===== src/rtl/fetch_stage.sv =====
// -----------------------------------------------------------------------------
// fetch_stage
// Instruction-fetch stage. It generates sequential fetch PCs, issues requests
// over a req/gnt/rvalid instruction-memory interface, and buffers the returned
// instructions in a BUF_DEPTH-entry FIFO. The FIFO feeds the IF/ID register
// that the decode stage reads.
//
// Parameters
//   RESET_PC   fetch address loaded on reset
//   BUF_DEPTH  FIFO entries; also the maximum number of requests that may be in
//              flight or buffered at once (power of 2, >= 2)
//
// Ports
//   clk, rst                  clock, synchronous active-high reset
//   hazard, stall_mem         hold the IF/ID register and the FIFO head
//   redirect, redirect_pc     flush and refetch from redirect_pc (word aligned)
//   imem_req/addr/gnt         request channel to instruction memory
//   imem_rvalid/rdata         in-order response channel
//   instruction, curr_pc,
//   next_pc, valid_if_id      IF/ID register contents
//
// Optional feature (macro FETCH_PERF_EN)
//   bubble_cnt    advance cycles with an empty FIFO and no redirect (saturating)
//   redirect_cnt  redirect cycles (saturating)
// -----------------------------------------------------------------------------
module fetch_stage #(
  parameter logic [31:0] RESET_PC  = 32'h0000_0000,
  parameter int unsigned BUF_DEPTH = 2
) (
  input  logic        clk,
  input  logic        rst,
  input  logic        hazard,
  input  logic        stall_mem,
  input  logic        redirect,
  input  logic [31:0] redirect_pc,
  output logic        imem_req,
  output logic [31:0] imem_addr,
  input  logic        imem_gnt,
  input  logic        imem_rvalid,
  input  logic [31:0] imem_rdata,
  output logic [31:0] instruction,
  output logic [31:0] curr_pc,
  output logic [31:0] next_pc,
  output logic        valid_if_id
`ifdef FETCH_PERF_EN
  ,
  output logic [31:0] bubble_cnt,
  output logic [31:0] redirect_cnt
`endif
);

  localparam int unsigned PW      = $clog2(BUF_DEPTH);
  localparam int unsigned CW      = $clog2(BUF_DEPTH + 1);
  localparam logic [CW:0] DEPTH_C = (CW + 1)'(BUF_DEPTH);
  localparam logic [31:0] NOP     = 32'h0000_0013;

  typedef struct packed {
    logic [31:0] instr;
    logic [31:0] pc;
    logic [31:0] npc;
    logic        valid;
  } ifid_t;

  localparam ifid_t BUBBLE = '{instr: NOP, pc: 32'h0, npc: 32'h0, valid: 1'b0};

  logic [31:0]   fetch_pc_q, fetch_pc_d;
  logic [CW-1:0] out_q, out_d;     // responses still due from memory (stale included)
  logic [CW-1:0] drop_q, drop_d;   // responses to discard after a redirect
  logic [CW-1:0] cnt_q, cnt_d;     // FIFO occupancy
  logic [PW-1:0] pcq_wr_q, pcq_wr_d, pcq_rd_q, pcq_rd_d;
  logic [PW-1:0] fifo_wr_q, fifo_wr_d, fifo_rd_q, fifo_rd_d;
  ifid_t         ifid_q, ifid_d;

  logic [31:0] pcq_mem        [BUF_DEPTH];  // PCs of live requests awaiting data
  logic [31:0] fifo_instr_mem [BUF_DEPTH];
  logic [31:0] fifo_pc_mem    [BUF_DEPTH];

  logic [CW:0] occ;
  logic        gnt_fire, rsp_any, rsp_keep, advance, fifo_empty, pop;
  logic        unused_pc_bits;

  assign unused_pc_bits = ^redirect_pc[1:0];

  assign occ        = {1'b0, cnt_q} + {1'b0, out_q};
  assign imem_req   = ~rst & ~redirect & (drop_q == '0) & (occ < DEPTH_C);
  assign imem_addr  = fetch_pc_q;
  assign gnt_fire   = imem_req & imem_gnt;
  // A response with nothing in flight is a protocol error; ignoring it keeps
  // the counters from underflowing.
  assign rsp_any    = imem_rvalid & (out_q != '0);
  assign rsp_keep   = rsp_any & (drop_q == '0) & ~redirect;
  assign advance    = ~hazard & ~stall_mem;
  assign fifo_empty = (cnt_q == '0);
  assign pop        = advance & ~fifo_empty & ~redirect;

  always_comb begin
    // NOTE: every next-state signal gets its hold value first so no path can
    // leave it unassigned and infer a latch.
    fetch_pc_d = fetch_pc_q;
    out_d      = out_q;
    drop_d     = drop_q;
    cnt_d      = cnt_q;
    pcq_wr_d   = pcq_wr_q;
    pcq_rd_d   = pcq_rd_q;
    fifo_wr_d  = fifo_wr_q;
    fifo_rd_d  = fifo_rd_q;
    ifid_d     = ifid_q;

    if (redirect) begin
      fetch_pc_d = {redirect_pc[31:2], 2'b00};
      // Everything still in flight is stale; a response landing this cycle
      // is discarded directly.
      out_d      = out_q - CW'(rsp_any);
      drop_d     = out_q - CW'(rsp_any);
      cnt_d      = '0;
      pcq_wr_d   = '0;
      pcq_rd_d   = '0;
      fifo_wr_d  = '0;
      fifo_rd_d  = '0;
      ifid_d     = BUBBLE;
    end else begin
      if (gnt_fire) begin
        fetch_pc_d = fetch_pc_q + 32'd4;
        pcq_wr_d   = pcq_wr_q + PW'(1);
      end
      out_d = out_q + CW'(gnt_fire) - CW'(rsp_any);
      if (rsp_any && (drop_q != '0)) begin
        drop_d = drop_q - CW'(1);
      end
      if (rsp_keep) begin
        pcq_rd_d  = pcq_rd_q + PW'(1);
        fifo_wr_d = fifo_wr_q + PW'(1);
      end
      cnt_d = cnt_q + CW'(rsp_keep) - CW'(pop);
      if (pop) begin
        fifo_rd_d    = fifo_rd_q + PW'(1);
        ifid_d.instr = fifo_instr_mem[fifo_rd_q];
        ifid_d.pc    = fifo_pc_mem[fifo_rd_q];
        ifid_d.npc   = fifo_pc_mem[fifo_rd_q] + 32'd4;
        ifid_d.valid = 1'b1;
      end else if (advance) begin
        ifid_d = BUBBLE;
      end
    end
  end

  // NOTE: sequential state uses non-blocking assignments so every register
  // samples its pre-edge inputs regardless of process ordering.
  always_ff @(posedge clk) begin
    if (rst) begin
      fetch_pc_q <= RESET_PC;
      out_q      <= '0;
      drop_q     <= '0;
      cnt_q      <= '0;
      pcq_wr_q   <= '0;
      pcq_rd_q   <= '0;
      fifo_wr_q  <= '0;
      fifo_rd_q  <= '0;
      ifid_q     <= BUBBLE;
    end else begin
      fetch_pc_q <= fetch_pc_d;
      out_q      <= out_d;
      drop_q     <= drop_d;
      cnt_q      <= cnt_d;
      pcq_wr_q   <= pcq_wr_d;
      pcq_rd_q   <= pcq_rd_d;
      fifo_wr_q  <= fifo_wr_d;
      fifo_rd_q  <= fifo_rd_d;
      ifid_q     <= ifid_d;
    end
  end

  // NOTE: the storage arrays are deliberately not reset; an entry is only read
  // after it has been written, as tracked by the reset pointers and counts.
  always_ff @(posedge clk) begin
    if (gnt_fire) begin
      pcq_mem[pcq_wr_q] <= fetch_pc_q;
    end
    if (rsp_keep) begin
      fifo_instr_mem[fifo_wr_q] <= imem_rdata;
      fifo_pc_mem[fifo_wr_q]    <= pcq_mem[pcq_rd_q];
    end
  end

  assign instruction = ifid_q.instr;
  assign curr_pc     = ifid_q.pc;
  assign next_pc     = ifid_q.npc;
  assign valid_if_id = ifid_q.valid;

`ifdef FETCH_PERF_EN
  logic [31:0] bubble_cnt_q, redirect_cnt_q;

  always_ff @(posedge clk) begin
    if (rst) begin
      bubble_cnt_q   <= '0;
      redirect_cnt_q <= '0;
    end else begin
      if (advance && fifo_empty && !redirect && (bubble_cnt_q != '1)) begin
        bubble_cnt_q <= bubble_cnt_q + 32'd1;
      end
      if (redirect && (redirect_cnt_q != '1)) begin
        redirect_cnt_q <= redirect_cnt_q + 32'd1;
      end
    end
  end

  assign bubble_cnt   = bubble_cnt_q;
  assign redirect_cnt = redirect_cnt_q;
`else
  // Performance counters are not built.
`endif

endmodule


===== config.mk =====
export PLATFORM = sky130hd
export DESIGN_NAME = fetch_stage
export DESIGN_NICKNAME = d
export VERILOG_FILES = /design/src/rtl/fetch_stage.sv
export SDC_FILE = /design/constraint.sdc
export NUM_CORES = 1
export LEC_CHECK = 0
export CAP_MARGIN = 5
export CELL_PAD_IN_SITES_DETAIL_PLACEMENT = 2
export CELL_PAD_IN_SITES_GLOBAL_PLACEMENT = 2
export CORE_MARGIN = 2
export CORE_UTILIZATION = 32
export DETAILED_ROUTE_END_ITERATION = 7
export PLACE_DENSITY_LB_ADDON = 0.15
export SLEW_MARGIN = 20
export SYNTH_ARGS = -nofsm -noshare
export SYNTH_HDL_FRONTEND = slang
export SYNTH_SLANG_ARGS = --single-unit

===== constraint.sdc =====
create_clock -name clk -period 4.7 [get_ports clk]
set_clock_uncertainty 0.05 [all_clocks]
set_input_delay 0.94 -clock clk [delete_from_list [all_inputs] [get_ports clk]]
set_output_delay 0.94 -clock clk [all_outputs]
set_load 0.01 [all_outputs]

==> results.tsv, run 1 <==
stage	metric	value	unit
status	status	finished clean	
cts	root buffer cell	clkbuf_16	
logic_synthesis	Async SR Flop Fraction	0	%
timing	final setup vio count	0	
worst_hold_path	worst hold stages	2	
cts	Num CTS Buffers	37	
final_layout	Syn-to-layout area delta	28.4	%
cts	Post-CTS Hold Buffers	0	
logic_synthesis	Post-synth top flop	edfxtp_1	
logic_synthesis	mux share of post-synthesis cell area	8.39	%
cts	cts repair resizes	0	
global_route	vias in the first global route	10000	
floorplanning	Die W	205	µm
setup_path	Critical path origin	rst	
floorplanning	Initial Utilization	32.4	%
logic_synthesis	Post-Syn Area	12900	µm²
global_route	GR Overflow Total	0	
cts	clk sinks	319	
setup_path	R2R depth	7	
cts	worst skew pair latency	0.53	ns
setup_path	CP Class	in -> out	
route	post-DR wirelength/cell	20.5	µm
logic_synthesis	simple-gate portion of the synthesized area	12.6	%
logic_synthesis	sequential-to-total area share from yosys stat	63.7	%
worst_hold_path	Hold Crit Class	reg -> reg	
timing	RSZ-0062 raised after global routing	no	
logic_synthesis	top cells by area, synth	edfxtp_1 43%, dfxtp_1 21%, nor2_1 4.7%	
global_route	Total GRT Usage	17.7	%
cts	clk slew on worst S/H paths	0.06	ns
route	final WL	37200	µm
setup_path	worst path arrival time	2.80	ns
setup_path	Startpoint Class	input port	
cts	TritonCTS clock tree	yes	
floorplanning	floorplan row count	73	
route	post-route ant nets	0	
timing	FMAX	264	MHz
floorplanning	overall die height	205	µm
logic_synthesis	post-synthesis cell type count	60	
job	max capacitance violation total	0	
logic_synthesis	adder-cell share of the synthesized area	0.930	%
route	DR DRC count	0	
floorplanning	Core Area	39800	µm²
route	Vias per Instance	5.08	
setup_path	CP required	3.71	ns
global_route	largest net degree at the start of global routing	69	
logic_synthesis	largest family of logic cells by synthesized area	simple AND/OR/NAND/NOR gates	
route	first-pass iteration count of the detailed router	4	
floorplanning	DIE AREA	42000	µm²
logic_synthesis	number of synthesized flops with an enable pin	184	
worst_hold_path	hold path start	next_pc[15]	
logic_synthesis	Mean Syn Cell Area	12.0	µm²
timing	Tcrit/Tclk final	80.6	%
logic_synthesis	cell taking the most area after synthesis	edfxtp_1	
final_layout	# diodes	0	
cts	number of setup buffers added after CTS	0	
global_route	initial antenna violation count	0	
global_route	first-pass GRT wire length	57800	µm
floorplanning	IO Count	201	
power	P_leak	5.36	nW
setup_path	crit end category	primary output	
timing	Hold Violations, Final	0	
power	P per Cell Area	407	nW/µm²
placement	DP Wirelength	25500	µm
timing	slew of the pin with the lowest slew margin	1.05	ns
route	Iteration-0 DRC Markers	400	
route	DR vias	9215	
logic_synthesis	Syn Inst Count	1073	
final_layout	Util after Layout	41.6	%
timing	slew margin rel.	29.2	%
logic_synthesis	Yosys top cell area share	42.8	%
timing	Final min period	3.79	ns
logic_synthesis	register bit total from synthesis	319	
cts	CTS max path bufs	3	
timing	Slew Viols, Final	0	
timing	Setup TNS	0	ns
logic_synthesis	Synth Area in Compound Gates	9.95	%
logic_synthesis	area share of xor/xnor cells in the synthesized design	1.49	%
final_layout	# fillers	4116	
power	VDD IR-drop max	0.188	mV
final_layout	fin nets	1340	
placement	Placer Congestion	0.738	
setup_path	Max FO, Critical Path	7	
logic_synthesis	Yosys warning count	0	
cts	H-tree depth	2	
placement	I/O Buffers	192	
final_layout	share of layout cells above drive strength 1	10.4	%
-- logic make-up after synthesis --
group,after synthesis
adder cells (fa/ha/maj),9
flip-flops,319
other,1
AO/OA/AOI/OAI,198
buffers and inverters,85
AND/OR/NAND/NOR,337
XOR/XNOR,22
multiplexers,102
-- cell usage after synthesis, types with 8 or more instances --
cell / number
a32o_1: 10
mux2_2: 50
or4_1: 15
nand3_1: 25
edfxtp_1: 184
o21ai_0: 22
or3_1: 13
buf_2: 10
clkbuf_1: 46
xnor2_1: 15
mux2i_1: 52
nor2_1: 160
ha_1: 8
o31ai_1: 9
a22oi_1: 23
dfxtp_1: 135
nand2_1: 47
inv_1: 15
a31oi_1: 16
nand4_1: 20
a21oi_1: 75
-- final timing paths --
path | to | slack, ns
worst max-delay path | imem_req | 0.91
worst min-delay path | next_pc[15] | 0.40
worst max register to register | next_pc[28] | 1.15
worst min register to register | next_pc[15] | 0.40
-- metrics by stage --
| step | power (mW) | worst slack (ns) | hold WS [ns] | cells | area [µm²] |
|---|---|---|---|---|---|
| global route | 7.03 | 0.783 | 0.437 | 1814 | 16600 |
| global placement | 3.94 | 0.774 | 0.386 | 1746 | 15400 |
| finish | 6.75 | 0.910 | 0.405 | 1814 | 16600 |
| floorplan | 3.67 | 0.00193 | 0.422 | 1078 | 12900 |
| detailed placement | 3.98 | 0.686 | 0.396 | 1746 | 15400 |
| CTS | 6.85 | 0.872 | 0.413 | 1814 | 16600 |
-- report_power, final --
group / internal (mW) / leakage (nW) / switching, mW
Sequential: 3.13 / 2.77 / 0.0894
Clock: 1.71 / 0.584 / 1.13
Combinational: 0.285 / 2.00 / 0.399
-- cell type report --
type	count	area, µm²	area share (%)
Sequential cell	319	8230	49.6
Clock buffer	51	1040	6.28
Timing Repair Buffer	212	2090	12.6
Multi-Input combinational cell	674	4340	26.2
Clock inverter	17	158	0.951
Inverter	16	60.1	0.362
Tap cell	525	657	3.96
-- metal layers --
metal / share of wire [%] / vias up / track usage, %
met5: 0 / - / 0
li1: - / 4338 / -
met3: 4.4 / 55 / 2.94
met4: 1.9 / 0 / 5.27
met1: 48 / 4621 / 24.3
met2: 46 / 201 / 28.8
-- critical path, stage by stage --
cell and delay [ns]:
clkdlybuf4s50_1 0.42, nor2_1 0.63, and3_1 0.27, clkdlybuf4s50_1 0.54
-- state kept, by name, indices dropped and copies added, names as in the netlist, named ones only --
register / count
fifo_pc_mem: 60
valid_if_id: 1
instruction: 32
out_q: 2
fifo_rd_q: 1
imem_addr: 30
cnt_q: 2
pcq_rd_q: 1
curr_pc: 30
drop_q: 2
fifo_instr_mem: 64
next_pc: 30
pcq_wr_q: 1
fifo_wr_q: 1
pcq_mem: 60
-- layout by cell type (no fill, tap or decap), types with 16 or more instances in the layout --
cell / netlist / routed
nand4_1: 20 / 20
clkbuf_16: 0 / 39
nand3_1: 25 / 25
o21ai_0: 22 / 22
nor2_1: 160 / 158
a22oi_1: 23 / 23
clkdlybuf4s50_1: 0 / 191
buf_4: 7 / 18
dfxtp_1: 135 / 134
edfxtp_1: 184 / 184
mux2i_1: 52 / 52
a21oi_1: 75 / 75
nand2_1: 47 / 47
a31oi_1: 16 / 16
mux2_2: 50 / 50
Power figures use the tool's default switching activity.
==> run 2: changes to the inputs <==
CORE_UTILIZATION = 36   (was 32)
clock period = 3.6 ns   (was 4.7 ns; I/O delays follow)
==> run 2 against run 1 <==
Sequential cell count stayed put. Die area fell by 11%. Sequential share of layout area is 0.15 points higher. Non-clock buffer count grew 8. Count of clock-buffer cells in the layout rose by 1. Critical path depth rose by 1. Worst setup slack got worse by 0.53 ns. Combinational power up 33%. Worst hold slack improved by 0.0011 ns. Final cell count decreased by 3.1%. Register-to-register slack got worse by 0.60 ns. Critical endpoint unchanged. Largest cell class unchanged. Largest power group unchanged.
==> results.tsv, run 2 (same netlist as run 1, synthesis figures left out) <==
stage	metric	value	unit
status	status	finished clean	
final_layout	share of layout cells above drive strength 1	11.3	%
worst_hold_path	worst hold stages	2	
final_layout	Util after Layout	46.6	%
worst_hold_path	hold path start	next_pc[11]	
route	Iteration-0 DRC Markers	447	
route	first-pass iteration count of the detailed router	4	
final_layout	Syn-to-layout area delta	28.0	%
global_route	initial antenna violation count	0	
floorplanning	IO Count	201	
timing	final setup vio count	0	
setup_path	reg2reg end	next_pc[28]	
timing	FMAX	311	MHz
timing	RSZ-0062 raised after global routing	no	
floorplanning	DIE AREA	37400	µm²
cts	worst skew pair latency	0.51	ns
setup_path	crit end category	primary output	
floorplanning	Die W	193	µm
setup_path	CP Class	reg -> out	
power	P per Cell Area	533	nW/µm²
floorplanning	Core Area	35500	µm²
cts	clk slew on worst S/H paths	0.06	ns
floorplanning	floorplan row count	69	
setup_path	R2R depth	8	
cts	number of setup buffers added after CTS	0	
timing	Setup TNS	0	ns
setup_path	Max FO, Critical Path	4	
power	sequential power share	47.9	%
final_layout	# diodes	0	
setup_path	Startpoint Class	flop	
global_route	vias in the first global route	10100	
global_route	Total GRT Usage	20.0	%
power	VDD IR-drop max	0.265	mV
cts	root buffer cell	clkbuf_16	
floorplanning	overall die height	193	µm
route	DR DRC count	0	
timing	Slew Viols, Final	0	
timing	slew of the pin with the lowest slew margin	0.929	ns
timing	Tcrit/Tclk final	89.4	%
worst_hold_path	Hold Crit Class	reg -> reg	
power	Sw Pwr	2.15	mW
global_route	GR Overflow Total	0	
power	total power	8.80	mW
power	Comb power frac	10.3	%
route	Vias per Instance	5.28	
setup_path	CP required	2.83	ns
power	P_leak	5.40	nW
route	post-DR wirelength/cell	21.6	µm
final_layout	Most flops, register	fifo_instr_mem	
placement	Placer Congestion	0.752	
power	clock group share of total power	41.8	%
placement	DP Wirelength	25700	µm
cts	TritonCTS clock tree	yes	
final_layout	most frequent cells in the layout	191 x clkdlybuf4s50_1, 184 x edfxtp_1, 158 x nor2_1, 134 x dfxtp_1, 75 x a21oi_1	
timing	final worst-path setup slack	0.381	ns
floorplanning	Initial Utilization	36.4	%
setup_path	R2R setup slack	0.55	ns
cts	CTS max path bufs	3	
setup_path	worst path arrival time	2.45	ns
timing	Fin Hold WS	0.406	ns
final_layout	Largest register FFs	64	
power	cell internal pwr	6.66	mW
cts	H-tree depth	2	
cts	Num CTS Buffers	37	
timing	Final min period	3.22	ns
placement	I/O Buffers	192	
route	post-route ant nets	0	
global_route	largest net degree at the start of global routing	69	
route	DR vias	9270	
final_layout	fin nets	1348	
placement	pre-CTS WS	0.484	ns
cts	clk sinks	319	
timing	Hold Violations, Final	0	
cts	cts repair resizes	0	
final_layout	commonest non-fill, non-tap cell in the layout	clkdlybuf4s50_1	
cts	Post-CTS Hold Buffers	0	
job	max capacitance violation total	0	
global_route	first-pass GRT wire length	59400	µm
power	Switching Fraction	24.4	%
final_layout	top flop regs	fifo_instr_mem (64), fifo_pc_mem (60), pcq_mem (60)	
timing	slew margin rel.	37.6	%
route	final WL	37900	µm
worst_hold_path	hold path endpoint	next_pc[11]	
run 2: cell types whose count changed in the layout (fill, tap and decap cells not counted), sizes merged:
cell	previous run	this run
bufinv	3	2
clkbuf	51	52
buf	21	29
inv	16	15
run 2: worst max-delay path by stage:
stage                     startpoint                   end  slack (ns)  cells after the start
after floorplan             redirect  fifo_instr_mem[0][0]        0.16                      5
after global placement     stall_mem           next_pc[12]        0.56                      6
after detailed placement   stall_mem              cnt_q[1]        0.48                     10
after CTS                   out_q[0]              imem_req        0.33                      5
after global routing        cnt_q[0]              imem_req        0.22                      5
final                       out_q[0]              imem_req        0.38                      5
run 2: area by class of cell:
type	instances	area, µm²
flip-flops and latches	319	8230
fillers	3588	18900
clock inverters	15	140
well taps	461	577
multi-input cells	674	4340
clock buffers	52	1050
repair buffers	220	2130
inverters	16	60.1
run 2: power groups by stage:
stage	logic [mW]	registers, mW	clock network (mW)
floorplan	0.537	4.25	0
global placement	0.866	4.27	0
detailed placement	0.904	4.29	0
CTS	0.925	4.22	3.79
global route	1.01	4.24	3.94
finish	0.908	4.21	3.68
run 2: metrics by stage:
| stage | area (µm²) | cells |
|---|---|---|
| final | 16500 | 1757 |
| after global routing | 16500 | 1757 |
| after CTS | 16500 | 1757 |
| after detailed placement | 15300 | 1690 |
| after global placement | 15300 | 1690 |
| after floorplan | 12900 | 1078 |
run 2: routing by layer:
metal | vias to the layer above | GRT usage, % | share of wire [%]
met5 | - | 0 | 0
met4 | 0 | 4.30 | 1.5
met3 | 45 | 2.89 | 3.6
met2 | 201 | 33.9 | 48
met1 | 4676 | 27.1 | 47
li1 | 4348 | - | -
run 2: critical path: stages (launching register included):
cell and delay [ns]:
dfxtp_1 0.42, and2_1 0.18, fa_1 0.42, nor2_1 0.19, and3_1 0.18, clkdlybuf4s50_1 0.55
